$ cat src/rtl/axi_lite_wr_arbiter.sv
// Round-robin arbiter sharing one AXI-Lite write port between N_REQ requesters.
// Serialises one AW/W/B transaction at a time, with a B-channel timeout.
module axi_lite_wr_arbiter #(
  parameter int N_REQ   = 4,
  parameter int TIMEOUT = 16
) (
  input  logic               clk,
  input  logic               rst_n,
  input  logic [N_REQ-1:0]   req_valid,
  input  logic [N_REQ*8-1:0] req_addr,
  input  logic [N_REQ*32-1:0] req_data,
  output logic [N_REQ-1:0]   req_ready,
  output logic [N_REQ-1:0]   rsp_valid,
  output logic               rsp_ok,
  output logic               rsp_timeout,
  output logic [7:0]         aw_addr,
  output logic               aw_valid,
  input  logic               aw_ready,
  output logic [31:0]        w_data,
  output logic               w_valid,
  input  logic               w_ready,
  input  logic               b_response,
  input  logic               b_valid,
  output logic               b_ready
);

  localparam int IW = (N_REQ > 1) ? $clog2(N_REQ) : 1;
  localparam logic [N_REQ-1:0] ONE = 1;
  localparam logic [4:0] T_LAST = 5'(TIMEOUT - 1);

  typedef enum logic [1:0] {
    IDLE,
    ISSUE,
    WAIT_B,
    RESP
  } state_t;

  state_t state, state_n;

  logic [IW-1:0] last_grant, idx;
  logic [IW-1:0] grant_idx, j;
  logic          grant_any;
  logic [7:0]    addr_q, sel_addr;
  logic [31:0]   data_q, sel_data;
  logic [4:0]    timer;
  logic          aw_done, w_done;
  logic          ok_q, to_q;
  logic          aw_hs, w_hs, expired;

  // Scan from the slot after last_grant; the nearest set bit wins.
  always_comb begin
    grant_any = 1'b0;
    grant_idx = '0;
    j = '0;
    for (int k = N_REQ; k >= 1; k--) begin
      j = IW'((int'(last_grant) + k) % N_REQ);
      if (req_valid[j]) begin
        grant_any = 1'b1;
        grant_idx = j;
      end
    end
  end

  always_comb begin
    sel_addr = '0;
    sel_data = '0;
    for (int i = 0; i < N_REQ; i++) begin
      if (IW'(i) == grant_idx) begin
        sel_addr = req_addr[i*8 +: 8];
        sel_data = req_data[i*32 +: 32];
      end
    end
  end

  assign aw_valid = (state == ISSUE) && !aw_done;
  assign w_valid  = (state == ISSUE) && !w_done;
  assign b_ready  = (state == WAIT_B);
  assign aw_hs    = aw_valid && aw_ready;
  assign w_hs     = w_valid && w_ready;
  assign expired  = (timer == T_LAST);
  assign aw_addr  = addr_q;
  assign w_data   = data_q;

  assign req_ready = (state == IDLE && grant_any)
                   ? (ONE << grant_idx) : '0;
  assign rsp_valid = (state == RESP) ? (ONE << idx) : '0;
  assign rsp_ok      = (state == RESP) && ok_q;
  assign rsp_timeout = (state == RESP) && to_q;

  always_comb begin
    state_n = state;
    unique case (state)
      IDLE:   if (grant_any) state_n = ISSUE;
      // Expiry in ISSUE means no B can have arrived yet.
      ISSUE: begin
        if (expired)
          state_n = RESP;
        else if ((aw_done || aw_hs) && (w_done || w_hs))
          state_n = WAIT_B;
      end
      WAIT_B: if (b_valid || expired) state_n = RESP;
      RESP:   state_n = IDLE;
      default: state_n = IDLE;
    endcase
  end

  always_ff @(posedge clk) begin
    if (!rst_n) begin
      state      <= IDLE;
      last_grant <= IW'(N_REQ - 1);
      idx        <= '0;
      addr_q     <= '0;
      data_q     <= '0;
      timer      <= '0;
      aw_done    <= 1'b0;
      w_done     <= 1'b0;
      ok_q       <= 1'b0;
      to_q       <= 1'b0;
    end else begin
      state <= state_n;
      unique case (state)
        IDLE: begin
          if (grant_any) begin
            addr_q     <= sel_addr;
            data_q     <= sel_data;
            idx        <= grant_idx;
            last_grant <= grant_idx;
            timer      <= '0;
            aw_done    <= 1'b0;
            w_done     <= 1'b0;
            ok_q       <= 1'b0;
            to_q       <= 1'b0;
          end
        end
        ISSUE: begin
          timer <= timer + 5'd1;
          if (aw_hs) aw_done <= 1'b1;
          if (w_hs) w_done <= 1'b1;
          if (expired) to_q <= 1'b1;
        end
        WAIT_B: begin
          timer <= timer + 5'd1;
          if (b_valid) ok_q <= b_response;
          else if (expired) to_q <= 1'b1;
        end
        default: ;
      endcase
    end
  end

endmodule
$ cat config.mk
export PLATFORM = sky130hd
export DESIGN_NAME = axi_lite_wr_arbiter
export DESIGN_NICKNAME = d
export VERILOG_FILES = /design/src/rtl/axi_lite_wr_arbiter.sv
export SDC_FILE = /design/constraint.sdc
export NUM_CORES = 1
export LEC_CHECK = 0
export CAP_MARGIN = 5
export CORE_UTILIZATION = 39
export CTS_CLUSTER_DIAMETER = 30
export DETAILED_ROUTE_END_ITERATION = 16
export PLACE_DENSITY = 0.95
export SYNTH_ARGS = -nofsm -noshare
export SYNTH_HDL_FRONTEND = slang
export SYNTH_SLANG_ARGS = --single-unit
$ cat constraint.sdc
create_clock -name clk -period 3.5 [get_ports clk]
set_input_delay 0.7 -clock clk [delete_from_list [all_inputs] [get_ports clk]]
set_output_delay 0.7 -clock clk [all_outputs]
set_load 0.005 [all_outputs]
==> run_results.csv <==
group,metric,value,unit
synthesis,netlist_area,0.00330,sq mm
power,p_sw_frac,0.343,
synthesis,synthAdderAreaFrac,0.0266,
synthesis,synth_warnings,0,
sta,drv_slew,0,
floorplan,core-area,0.00822,sq mm
place,pre_cts_slack,0.0821,ns
sta,period_minus_slack,3.40,ns
min_path,hold_path.class,"reg2reg",
run_status,run_status,"finished clean",
floorplan,die_h,94.0,microns
global_route,gr-total-overflow,0,
detailed_routing,drc,0,
power,p_comb_frac,0.565,
cts,clk_pin_slew_worst_paths,0.09,ns
sta,setup_ws,0.104,ns
detailed_routing,drt-total-wl,10800,microns
detailed_routing,final_antenna_net_count,0,
synthesis,synth_top_cells_by_count,"dfxtp_1, a22oi_1, mux2i_1, o21ai_1, mux2_2",
cells_and_area,fill_cells,626,
synthesis,synth_top_family_by_area,"multiplexers",
cts,cts_buffer_depth,2,
floorplan,num_rows,33,
worst_setup_path,worst_setup_path_end_kind,"output pin",
detailed_routing,drtIter0Drc,103,
cells_and_area,antenna_cells,0,
sta,setup_violations,0,
synthesis,syn_nets,520,
place,gp_congestion,0.866,
synthesis,synth.area.mux_share,0.261,
power,vdd_ir_drop_max,0.354,mV
global_route,grt_pass1_wl,16100,microns
worst_setup_path,path_class,"in2out",
cts,numClockSinks,55,
synthesis,yosys.area_share.simple,0.0910,
synthesis,synth-compound-area-share,0.216,
cells_and_area,drive_above_1_share,0.0930,
floorplan,start_util,0.401,
worst_setup_path,worst_setup_path_start_kind,"primary input",
sta,rsz0062_at_grt,"false",
synthesis,synth_edf_count,0,
synthesis,ys_seq_area_frac,0.334,
detailed_routing,drt_first_pass_iters,4,
place,port_buffers,222,
floorplan,dieArea,0.00883,sq mm
synthesis,synthTopCellsByArea,"dfxtp_1, mux2i_1, mux2_2",
global_route,track_usage,0.233,
synthesis,synthArstFlopShare,0,
sta,worst-slew-pin-transition,0.578,ns
global_route,antenna_found_initial,0,
power,switching_power,1.12,mW
synthesis,ys_ff_latch,55,
synthesis,synthFlopType,"dfxtp_1",
cts,cts_buffers,5,
sta,slew_headroom,0.614,
sta,finalCritPeriodShare,0.970,
worst_setup_path,crit_arrival,2.70,ns
worst_setup_path,critPathMaxFanout,6,
detailed_routing,via_per_inst,5.36,
floorplan,io_pins,223,
power,pwr-share-seq,0.311,
synthesis,yosysMostFrequentCell,"dfxtp_1",
power,power_density,573,mW/mm^2
power,power.internal,2.15,mW
synthesis,synthXorXnorAreaFrac,0.00266,
place,hpwl,8720,microns
synthesis,yosysTopAreaCell,"dfxtp_1",
power,power,3.26,mW
detailed_routing,via_count,3561,
cts,root_buffer,"clkbuf_8",
sta,max_freq,0.294,GHz
worst_setup_path,cp.required,2.80,ns
synthesis,yosysUniqueCellTypes,44,
floorplan,die_w,94.0,microns
cts,clk-insertion-delay-late,0.30,ns
cts,cts_max_level,2,
cells_and_area,fin_nets,736,
synthesis,postSynthAreaPerCell,9.62,sq um
run,maxCapViolCount,0,
global_route,grt_pass1_vias,3459,
cells_and_area,syn2layout_area_growth,72.7,%
synthesis,synthCells,343,
cts,cts_tree,"built",
power,clock_power_share,0.123,
sta,setup_tns,0,ns
detailed_routing,wl_per_cell,16.2,microns
sta,fin_worst_skew,0.0136,ns
power,p_leak,2.17,nW
synthesis,yosysTopAreaCellShare,0.334,
global_route,grt_max_degree,81,
sta,timing.final.hold_violations,0,
cts,cts_hold_buf,0,
## metal layers
metal / GRT usage / part of all wire / up-vias
li1: - / - / 1704
met1: 0.234 / 0.36 / 1653
met2: 0.443 / 0.52 / 174
met3: 0.0623 / 0.081 / 30
met4: 0.103 / 0.036 / 0
met5: 0 / 0 / -
## path summary, 6_finish.rpt
| kind | slack (ns) | start | to | cells past startpoint |
|---|---|---|---|---|
| worst max-delay path | 0.10 | req_valid[3] | req_ready[0] | 6 |
| worst min-delay path | 0.47 | to_q$_SDFFE_PN0P_ | to_q$_SDFFE_PN0P_ | 2 |
| worst max register to register | 1.10 | last_grant[0]$_SDFFE_PN1N_ | w_data[26]$_SDFFE_PN0N_ | 8 |
| worst min register to register | 0.47 | to_q$_SDFFE_PN0P_ | to_q$_SDFFE_PN0P_ | 2 |
## cell usage in the layout (no fill, tap or decap), types with 2 or more instances in the layout
cell type,count
mux2i_1,41
a21boi_0,2
o21ai_1,41
nor2_1,13
clkdlybuf4s50_1,221
nor2b_1,7
nand3_1,4
clkbuf_8,5
mux2_2,28
buf_4,8
mux2_1,12
nor3_1,2
a21oi_1,3
buf_12,2
nand2b_1,2
a22oi_1,41
ha_1,7
o21ai_0,13
and3_1,3
inv_1,9
nand2_1,11
and2_1,4
dfxtp_1,55
## sequential cells by signal, indices dropped and copies added, names as in the netlist, 2 cells and up
signal      cells
state           2
last_grant      2
timer           5
w_data         32
aw_addr         8
idx             2
## cell families after synthesis
group / Yosys count
compound gates: 112
mux: 81
simple gates: 55
flops: 55
buf+inv: 32
fa+ha+maj: 7
xor+xnor: 1
## worst max-delay path, stage by stage
cell	delay, ns
clkdlybuf4s50_1	0.49
nor2b_1	0.17
o21ai_1	0.16
or3b_4	0.43
nor3_1	0.20
clkdlybuf4s50_1	0.54
## metrics by stage
step	hold WS, ns	cell area [sq um]	cells	util
after global routing	0.528	5700	664	0.693
after detailed placement	0.454	5590	657	0.680
after global placement	0.448	5590	657	0.680
after CTS	0.478	5690	664	0.692
after floorplan	0.428	3300	343	-
final	0.471	5700	664	0.693
## area by class of cell
class | instances | area (sq um) | area share
Clock buffer | 6 | 72.6 | 0.0127
Clock inverter | 1 | 30.0 | 0.00527
Inverter | 9 | 33.8 | 0.00593
Multi-Input combinational cell | 256 | 2000 | 0.352
Sequential cell | 55 | 1100 | 0.193
Tap cell | 105 | 131 | 0.0231
Timing Repair Buffer | 232 | 2320 | 0.408
## power by group through the flow
stage          combinational (mW)  clock, mW  sequential, mW
6_report                     1.84      0.402            1.02
5_1_grt                      1.99      0.446            1.05
4_1_cts                      1.86      0.415            1.02
3_5_place_dp                 1.85          0            1.03
3_3_place_gp                 1.80          0            1.01
2_1_floorplan                1.00          0            1.03
## repair_timing
| action | CTS | global route |
|---|---|---|
| setup buffers | 0 | 0 |
| endpoints found under the setup margin | 0 | 2 |
| gates resized for setup | 0 | 3 |
| endpoints found under the hold margin | 0 | 0 |
(Power assumes the default switching activity.)
